**config.mk**
```make
export PLATFORM = sky130hd
export DESIGN_NAME = coproc_mem_arbiter
export DESIGN_NICKNAME = d
export VERILOG_FILES = /design/src/rtl/coproc_pkg.sv /design/src/rtl/rr_arbiter.sv /design/src/rtl/coproc_mem_arbiter.sv
export SDC_FILE = /design/constraint.sdc
export NUM_CORES = 1
export LEC_CHECK = 0
export ABC_AREA = 1
export CAP_MARGIN = 20
export CORE_ASPECT_RATIO = 0.9
export CORE_MARGIN = 4
export CORE_UTILIZATION = 40
export DETAILED_ROUTE_END_ITERATION = 16
export MAX_ROUTING_LAYER = met4
export PLACE_DENSITY = 0.87
export SLEW_MARGIN = 0
export SYNTH_ARGS = -nofsm -noshare
export SYNTH_HDL_FRONTEND = slang
export SYNTH_SLANG_ARGS = --single-unit
```
**constraint.sdc**
```tcl
create_clock -name clk_i -period 2.14 [get_ports clk_i]
set_clock_uncertainty 0.05 [all_clocks]
set_input_delay 0.535 -clock clk_i [delete_from_list [all_inputs] [get_ports clk_i]]
set_output_delay 0.535 -clock clk_i [all_outputs]
set_load 0.01 [all_outputs]
```
**src/rtl/coproc_pkg.sv**
```systemverilog
// coproc_pkg: shared types and constants for the coprocessor memory arbiter
package coproc_pkg;
  typedef enum logic [2:0] {
    IDLE     = 3'b001,
    REQ      = 3'b010,
    WAIT_RES = 3'b100
  } arb_state_e;
  localparam logic [2:0] MEM_SIZE_WORD = 3'h2;
endpackage

```
**src/rtl/rr_arbiter.sv**
```systemverilog
// rr_arbiter: combinational round-robin pick, search starts at last_i+1 mod NUM_REQ
// Ports: req_i request vector, last_i previous winner, gnt_o one-hot grant, idx_o winner index
module rr_arbiter #(
  parameter int NUM_REQ = 2,
  parameter int IW      = $clog2(NUM_REQ)
) (
  input  logic [NUM_REQ-1:0] req_i,
  input  logic [IW-1:0]      last_i,
  output logic [NUM_REQ-1:0] gnt_o,
  output logic [IW-1:0]      idx_o
);
  logic [IW-1:0] w_cand;
  // Scan from the farthest candidate down to the nearest so the nearest requester wins.
  always_comb begin
    idx_o  = '0;
    w_cand = '0;
    for (int i = NUM_REQ; i >= 1; i--) begin
      w_cand = IW'((int'(last_i) + i) % NUM_REQ);
      if (req_i[w_cand]) idx_o = w_cand;
    end
    gnt_o = (|req_i) ? (NUM_REQ'(1) << idx_o) : '0;
  end
endmodule

```
**src/rtl/coproc_mem_arbiter.sv**
```systemverilog
// coproc_mem_arbiter: shares one XIF mem channel among NUM_REQ coprocessors, one transaction in flight
// Ports: clk_i/rst_ni (sync, active-low); req_* per-requester request side (packed, requester 0 in LSBs);
//   mem_* core-side request; mem_result_* core-side result; rsp_* registered response (one-hot valid);
//   id_mismatch_o pulses for any result that does not complete the current transaction.
// Optional: define COPROC_MEM_ARB_TIMEOUT_EN to add a TIMEOUT_CYCLES watchdog on the result wait.
module coproc_mem_arbiter
  import coproc_pkg::*;
#(
  parameter int NUM_REQ        = 2,
  parameter int X_ID_WIDTH     = 4,
  parameter int TIMEOUT_CYCLES = 64
) (
  input  logic                          clk_i,
  input  logic                          rst_ni,
  input  logic [NUM_REQ-1:0]            req_valid_i,
  output logic [NUM_REQ-1:0]            req_ready_o,
  input  logic [NUM_REQ*X_ID_WIDTH-1:0] req_id_i,
  input  logic [NUM_REQ*32-1:0]         req_addr_i,
  input  logic [NUM_REQ-1:0]            req_we_i,
  input  logic [NUM_REQ*4-1:0]          req_be_i,
  input  logic [NUM_REQ*32-1:0]         req_wdata_i,
  output logic                          mem_valid_o,
  input  logic                          mem_ready_i,
  output logic [X_ID_WIDTH-1:0]         mem_id_o,
  output logic [31:0]                   mem_addr_o,
  output logic                          mem_we_o,
  output logic [3:0]                    mem_be_o,
  output logic [31:0]                   mem_wdata_o,
  output logic [2:0]                    mem_size_o,
  input  logic                          mem_result_valid_i,
  input  logic [X_ID_WIDTH-1:0]         mem_result_id_i,
  input  logic [31:0]                   mem_result_rdata_i,
  input  logic                          mem_result_err_i,
  output logic [NUM_REQ-1:0]            rsp_valid_o,
  output logic [31:0]                   rsp_rdata_o,
  output logic                          rsp_err_o,
  output logic                          id_mismatch_o
);
  localparam int IW = $clog2(NUM_REQ);
  arb_state_e              r_state, w_next;
  logic [IW-1:0]           r_last, w_idx;
  logic [NUM_REQ-1:0]      w_gnt, r_rsp_valid;
  logic [X_ID_WIDTH-1:0]   r_id;
  logic [31:0]             r_addr, r_wdata, r_rsp_rdata;
  logic [3:0]              r_be;
  logic                    r_we, r_rsp_err, r_mismatch;
  logic                    w_accept, w_hit, w_to, w_done;

  rr_arbiter #(.NUM_REQ(NUM_REQ), .IW(IW)) u_rr (
    .req_i  (req_valid_i),
    .last_i (r_last),
    .gnt_o  (w_gnt),
    .idx_o  (w_idx)
  );

  assign w_accept = (r_state == IDLE) && (|req_valid_i);
  assign w_hit    = (r_state == WAIT_RES) && mem_result_valid_i && (mem_result_id_i == r_id);
  assign w_done   = w_hit || w_to;

`ifdef COPROC_MEM_ARB_TIMEOUT_EN
  localparam int CW = $clog2(TIMEOUT_CYCLES + 1);
  logic [CW-1:0] r_cnt;
  // Counter is 0 on the first WAIT_RES cycle, so the pulse lands TIMEOUT_CYCLES cycles after entry.
  assign w_to = (r_state == WAIT_RES) && !w_hit && (r_cnt == CW'(TIMEOUT_CYCLES - 1));
  always_ff @(posedge clk_i) begin
    if (!rst_ni) r_cnt <= '0;
    else         r_cnt <= (r_state == WAIT_RES) ? r_cnt + CW'(1) : '0;
  end
`else
  logic w_unused_timeout;
  assign w_unused_timeout = (TIMEOUT_CYCLES != 0);
  assign w_to = 1'b0;
`endif

  always_comb begin
    w_next = (r_state == IDLE && |req_valid_i)  ? REQ      :
             (r_state == REQ && mem_ready_i)    ? WAIT_RES :
             w_done                             ? IDLE     : r_state;
  end

  // r_last doubles as the owner of the in-flight transaction.
  always_ff @(posedge clk_i) begin
    if (!rst_ni) begin
      r_state     <= IDLE;
      r_last      <= IW'(NUM_REQ - 1);
      r_id        <= '0;
      r_addr      <= '0;
      r_we        <= 1'b0;
      r_be        <= '0;
      r_wdata     <= '0;
      r_rsp_valid <= '0;
      r_rsp_rdata <= '0;
      r_rsp_err   <= 1'b0;
      r_mismatch  <= 1'b0;
    end else begin
      r_state <= w_next;
      if (w_accept) begin
        r_last  <= w_idx;
        r_id    <= req_id_i[int'(w_idx)*X_ID_WIDTH +: X_ID_WIDTH];
        r_addr  <= req_addr_i[int'(w_idx)*32 +: 32];
        r_we    <= req_we_i[w_idx];
        r_be    <= req_be_i[int'(w_idx)*4 +: 4];
        r_wdata <= req_wdata_i[int'(w_idx)*32 +: 32];
      end
      r_rsp_valid <= w_done ? (NUM_REQ'(1) << r_last) : '0;
      r_rsp_rdata <= w_hit ? mem_result_rdata_i : '0;
      r_rsp_err   <= w_hit ? mem_result_err_i : w_to;
      r_mismatch  <= mem_result_valid_i && !w_hit;
    end
  end

  assign req_ready_o   = (r_state == IDLE) ? w_gnt : '0;
  assign mem_valid_o   = (r_state == REQ);
  assign mem_id_o      = r_id;
  assign mem_addr_o    = r_addr;
  assign mem_we_o      = r_we;
  assign mem_be_o      = r_be;
  assign mem_wdata_o   = r_wdata;
  assign mem_size_o    = MEM_SIZE_WORD;
  assign rsp_valid_o   = r_rsp_valid;
  assign rsp_rdata_o   = r_rsp_rdata;
  assign rsp_err_o     = r_rsp_err;
  assign id_mismatch_o = r_mismatch;
endmodule

```
Yosys cells after proc, flatten, opt, wreduce, memory -nomap -nowiden
Cells that the tools add are included.
Widths: inputs -> output; s select.

cells by class
  $add $sub $neg = 2
  order comparisons = 3
  equality and inequality tests = 4
  shift operators = 6
  multiplexer cells = 13
  bitwise gates (word level) = 1
  reduce and logical (&&, ||, !) cells = 11

operators by type and width
  operator             count
  $shiftx 64x7->32     2
  $shiftx 8x4->4       2
  $mux 1               8
  $lt 1x2->1 const B   3
  $mux 2               3
  $mux 3               2
  $logic_and 1x1->1    5
  $eq 4x4->1           1
  $reduce_or 2->1      2
  $shl 1x1->2 const A  2
  $eq 3x1->1 const B   1
  $eq 3x2->1 const B   1
  $eq 3x3->1 const B   1
  $reduce_bool 3->1    1
  $add 1x1->1 const B  2
  $reduce_and 2->1     1
  $reduce_bool 2->1    1
  $logic_not 1->1      1
  $not 1->1            1

storage, ports and cells
  flip-flop bits (word level) = 113
  bits of input ports = 189
  output and inout bits = 115
  word-level logic and storage cells = 52

Logic depth before layout (Yosys ltp)
  word-level depth = 8
  depth in mapped cells = 9

Modules after synthesis
A second synthesis with hierarchy kept.

second synthesis, totals
  cells, all modules = 500
  area total of the unflattened synthesis = 4673.2 µm²

modules (own cells, without submodules)
  module              times used  cells each  area an instance (µm²)
  coproc_mem_arbiter  1           494         4648.2
  rr_arbiter          1           6           25.0

Worst setup path after synthesis
No wires, ideal clock.

  path type = input-to-output
  from = in req_valid_i[1]
  to = out req_ready_o[0]
  data arrival time = 1.136 ns
  required time = 1.555 ns
  path slack = 0.419 ns
  stages on the path = 3
  buffers on the path = 1
  cell sequence = o21ai_2 -> clkbuf_1 -> nor2_1

on the way
  cells in the longest elaborated chain, start to end = 7
  elaborated cells between the ends (all ways) = 10
  those cells by class = shift: 1; mux: 8; reduce/logical: 1

ends and longest elaborated chain
  what                                       line                       source
  start: declaration                         coproc_mem_arbiter.sv:15   input logic [NUM_REQ-1:0] req_valid_i,
  $mux 1 (not written as such) (2 in a row)  rr_arbiter.sv:19           if (req_i[w_cand]) idx_o = w_cand;
  $mux 1 (2 in a row)                        rr_arbiter.sv:19
  $shl 1x1->2                                rr_arbiter.sv:21           gnt_o = (|req_i) ? (NUM_REQ'(1) << idx_o) : '0;
  $mux 2 *                                   rr_arbiter.sv:21
  $mux 2 *                                   coproc_mem_arbiter.sv:112  assign req_ready_o = (r_state == IDLE) ? w_gnt : '0;
  end: declaration                           coproc_mem_arbiter.sv:16   output logic [NUM_REQ-1:0] req_ready_o,

Mark *: on every way between the ends. The rest lies on a longest branch, timed or not. The select of a mux whose other input is x is not followed.

Worst setup path after layout
  from = reg r_state[1]
  to = out req_ready_o[0]

on the way
  cells in the longest elaborated chain, start to end = 2

ends and longest elaborated chain
  what                      line                       source
  start: declaration        coproc_mem_arbiter.sv:40   arb_state_e r_state, w_next;
  start signal: assignment  coproc_mem_arbiter.sv:96   r_state <= w_next;
  $eq 3x1->1                coproc_mem_arbiter.sv:112
  $mux 2                    coproc_mem_arbiter.sv:112

No other way between the ends.

==> report_table.html <==
<table>
<tr><th>Metric</th><th>Value</th></tr>
<tr><th colspan="2">Global routing</th></tr>
<tr><td>Vias in the first global route</td><td>5174</td></tr>
<tr><td>GRT Overall Usage</td><td>0.248</td></tr>
<tr><td>Pin count of the biggest net entering global routing</td><td>74</td></tr>
<tr><td>Antenna violations before repair</td><td>0</td></tr>
<tr><td>Wire length of the first global-routing pass</td><td>25700 µm</td></tr>
<tr><td>Total grt overflow</td><td>0</td></tr>
<tr><th colspan="2">Critical path</th></tr>
<tr><td>Endpoint of the most critical register-to-register path</td><td>mem_wdata_o[14]</td></tr>
<tr><td>CP startpoint kind</td><td>flip-flop</td></tr>
<tr><td>RR Startpoint</td><td>r_state[0]</td></tr>
<tr><td>Critical Path End Type</td><td>primary output</td></tr>
<tr><td>Worst Setup EP</td><td>req_ready_o[0]</td></tr>
<tr><td>Worst reg-to-reg setup slack</td><td>300 ps</td></tr>
<tr><td>Start point of the critical path</td><td>r_state[1]</td></tr>
<tr><td>Category of the critical setup timing path</td><td>flip-flop to primary output</td></tr>
<tr><td>Worst-case reg-to-reg path depth</td><td>7</td></tr>
<tr><td>Worst EP arrival</td><td>1420 ps</td></tr>
<tr><td>Max Fanout on Critical Path</td><td>4</td></tr>
<tr><td>Required time of the critical path</td><td>1550 ps</td></tr>
<tr><th colspan="2">Finish</th></tr>
<tr><td>Final std cell area, no fill</td><td>8450 µm²</td></tr>
<tr><td>Sequential cell area</td><td>2260 µm²</td></tr>
<tr><td>Most frequent cells in the layout</td><td>sky130_fd_sc_hd__nand2_1, sky130_fd_sc_hd__clkdlybuf4s50_1, sky130_fd_sc_hd__dfxtp_1</td></tr>
<tr><td>Post-layout util</td><td>0.733</td></tr>
<tr><td>Number of antenna cells inserted</td><td>0</td></tr>
<tr><td>Area of the multi-input gates</td><td>2100 µm²</td></tr>
<tr><td>Area delta synth-&gt;final</td><td>77.6%</td></tr>
<tr><td>Most common cell after layout, fill and taps aside</td><td>sky130_fd_sc_hd__nand2_1</td></tr>
<tr><td>Number of nets in the layout</td><td>1199</td></tr>
<tr><td>Count of fill cells added during filler insertion</td><td>874</td></tr>
<tr><td>Layout cell share with drive strength beyond 1</td><td>0.0508</td></tr>
<tr><th colspan="2">Yosys</th></tr>
<tr><td>Total number of yosys warnings</td><td>0</td></tr>
<tr><td>Flip-flop and latch count after synthesis</td><td>113</td></tr>
<tr><td>Post-Syn Area</td><td>4760 µm²</td></tr>
<tr><td>Share of the yosys chip area belonging to registers</td><td>0.476</td></tr>
<tr><td>Area share of the largest cell type after synthesis</td><td>0.476</td></tr>
<tr><td>Synth area leaders</td><td>sky130_fd_sc_hd__dfxtp_1, sky130_fd_sc_hd__nand2_1, sky130_fd_sc_hd__a21oi_1</td></tr>
<tr><td>Post-synthesis average cell area</td><td>6.55 µm²</td></tr>
<tr><td>Library cell with the largest summed area after synthesis</td><td>sky130_fd_sc_hd__dfxtp_1</td></tr>
<tr><td>Post-synthesis instance total</td><td>726</td></tr>
<tr><td>Number of distinct library cells after synthesis</td><td>18</td></tr>
<tr><th colspan="2">Placed design</th></tr>
<tr><td>Half-perimeter wire length of the detailed placement result</td><td>12500 µm</td></tr>
<tr><td># port buffers</td><td>300</td></tr>
<tr><td>Placed standard-cell area</td><td>7850 µm²</td></tr>
<tr><td>GPL Wtd Cong</td><td>0.831</td></tr>
<tr><th colspan="2">Clock network</th></tr>
<tr><td>Worst-Skew Late Latency</td><td>400 ps</td></tr>
<tr><td>Post-CTS Setup Inserts</td><td>0</td></tr>
<tr><td>Clock sink total</td><td>113</td></tr>
<tr><td>Clock Tree Buf Depth</td><td>2</td></tr>
<tr><td>CTS buffer count</td><td>17</td></tr>
<tr><td>Clock-pin transition on the worst setup and hold timing paths</td><td>50 ps</td></tr>
<tr><td>H-tree Lvls</td><td>4</td></tr>
<tr><td>CTS Hold Bufs</td><td>0</td></tr>
<tr><td>Clk root buf</td><td>sky130_fd_sc_hd__clkbuf_16</td></tr>
<tr><td>TritonCTS clock tree</td><td>built</td></tr>
<tr><th colspan="2">Pwr</th></tr>
<tr><td>Worst voltage drop across the vdd grid</td><td>0.526 mV</td></tr>
<tr><td>Overall power after layout</td><td>6.73 mW</td></tr>
<tr><td>Power density over cell area</td><td>797 nW/µm²</td></tr>
<tr><td>Static leakage</td><td>3.76 nW</td></tr>
<tr><th colspan="2">STA</th></tr>
<tr><td>Unrepaired setup endpoints after global routing</td><td>false</td></tr>
<tr><td>Final TNS setup</td><td>0 ps</td></tr>
<tr><td>Final Slew Violations</td><td>0</td></tr>
<tr><td>Final setup fails</td><td>0</td></tr>
<tr><td>Maximum clock rate</td><td>498 MHz</td></tr>
<tr><td>Crit path time final</td><td>2010 ps</td></tr>
<tr><td>Final Hold Viols</td><td>0</td></tr>
<tr><td>Transition at the pin with the smallest max-transition slack</td><td>771 ps</td></tr>
<tr><td>Worst slew slack as a fraction of its limit</td><td>0.486</td></tr>
<tr><td>Final worst path period share</td><td>0.938</td></tr>
<tr><th colspan="2">Drt</th></tr>
<tr><td>Post-route antenna net violation count</td><td>0</td></tr>
<tr><td>Count of unresolved DRC violations after routing</td><td>0</td></tr>
<tr><td>DR iter-0 viols</td><td>290</td></tr>
<tr><td>Routed WL per cell</td><td>14.4 µm</td></tr>
<tr><td>Vias after detailed routing</td><td>5381</td></tr>
<tr><td>1st-pass router iterations</td><td>4</td></tr>
<tr><td>Vias per std cell</td><td>4.56</td></tr>
<tr><td>Total routed wirelength</td><td>16900 µm</td></tr>
<tr><th colspan="2">Floorplan</th></tr>
<tr><td>Placeable core region</td><td>11500 µm²</td></tr>
<tr><td>Horiz. Die Dim</td><td>123 µm</td></tr>
<tr><td>Starting density of the core</td><td>0.413</td></tr>
<tr><td>Num rows</td><td>37</td></tr>
<tr><td>Die Y-Extent</td><td>111 µm</td></tr>
<tr><td>Total Die Area</td><td>13700 µm²</td></tr>
<tr><td>IO Pins</td><td>304</td></tr>
<tr><th colspan="2">Status</th></tr>
<tr><td>Run status</td><td>complete, no violations</td></tr>
<tr><th colspan="2">Flow run</th></tr>
<tr><td>Max Cap Violations</td><td>0</td></tr>
<tr><th colspan="2">Hold path</th></tr>
<tr><td>Class of the tightest hold or removal check</td><td>flip-flop to flip-flop</td></tr>
</table>
layout make-up:
cell class,instances,area share
clock buffers,17,0.0504
clock inverters,15,0.0203
inverters,47,0.0209
multi-input cells,521,0.248
flip-flops and latches,113,0.268
well taps,156,0.0231
repair buffers,310,0.369
timing repair:
item	4_1_cts	5_1_grt
pin swaps	0	0
setup endpoints to repair	3	1
gates resized for setup	9	2
worst min-delay path by stage:
stage | start | to | slack [ps] | depth (start not counted)
after floorplan | r_last | rsp_valid_o[0] | 360 | 1
after global placement | r_last | rsp_valid_o[0] | 390 | 1
after detailed placement | mem_wdata_o[12] | mem_wdata_o[12] | 410 | 2
after CTS | mem_addr_o[0] | mem_addr_o[0] | 410 | 2
after global routing | r_last | rsp_valid_o[0] | 430 | 1
final | mem_wdata_o[30] | mem_wdata_o[30] | 410 | 2
metal layers:
layer,GRT usage,up-vias,wire [µm]
met5,-,-,0
met4,0.102,0,471
li1,-,2760,-
met1,0.247,2373,6350
met3,0.0970,29,1710
met2,0.429,219,8400
stage by stage:
step	hold WS, ps	worst slack (ps)	std cells
detailed placement	405	-347	1147
CTS	415	2.80	1179
floorplan	363	419	727
finish	411	133	1179
global route	428	43.2	1179
global placement	388	-333	1147
worst max-delay path, cell delays in order (launching register included):
cell and delay [ps]:
sky130_fd_sc_hd__dfxtp_1 350, sky130_fd_sc_hd__nor3_4 260, sky130_fd_sc_hd__o21ai_4 100, sky130_fd_sc_hd__nor2_1 90, sky130_fd_sc_hd__clkdlybuf4s15_2 230
power by group:
group | internal, mW | leakage [nW] | total (mW) | switching (mW)
combinational | 0.801 | 2.55 | 1.53 | 0.729
sequential | 2.27 | 0.922 | 2.36 | 0.0929
clock | 1.75 | 0.292 | 2.84 | 1.09
synth_stat cells:
| master | count |
|---|---|
| sky130_fd_sc_hd__inv_1 | 46 |
| sky130_fd_sc_hd__dfxtp_1 | 113 |
| sky130_fd_sc_hd__nor2_1 | 44 |
| sky130_fd_sc_hd__nand3_1 | 2 |
| sky130_fd_sc_hd__buf_6 | 3 |
| sky130_fd_sc_hd__nor3_1 | 1 |
| sky130_fd_sc_hd__clkbuf_1 | 15 |
| sky130_fd_sc_hd__buf_4 | 5 |
| sky130_fd_sc_hd__inv_2 | 1 |
| sky130_fd_sc_hd__o21ai_2 | 1 |
| sky130_fd_sc_hd__a21oi_1 | 74 |
| sky130_fd_sc_hd__buf_2 | 23 |
| sky130_fd_sc_hd__xnor2_1 | 1 |
| sky130_fd_sc_hd__o21ai_0 | 3 |
| sky130_fd_sc_hd__nor3_2 | 1 |
| sky130_fd_sc_hd__nand2_1 | 390 |
| sky130_fd_sc_hd__nand3_2 | 1 |
| sky130_fd_sc_hd__conb_1 | 2 |
cells by family after synthesis:
group / share of synthesized area
AND/OR/NAND/NOR: 0.350
buffers and inverters: 0.0881
AO/OA/AOI/OAI: 0.0829
other: 0.00158
XOR/XNOR: 0.00184
flip-flops: 0.476
state kept, by name (all words and copies together), names as in the netlist:
register       cells
rsp_rdata_o       32
r_last             1
id_mismatch_o      1
mem_we_o           1
rsp_valid_o        2
rsp_err_o          1
mem_id_o           4
mem_addr_o        32
r_state            3
mem_wdata_o       32
mem_be_o           4
No activity file was read; power rests on OpenSTA's default activity.
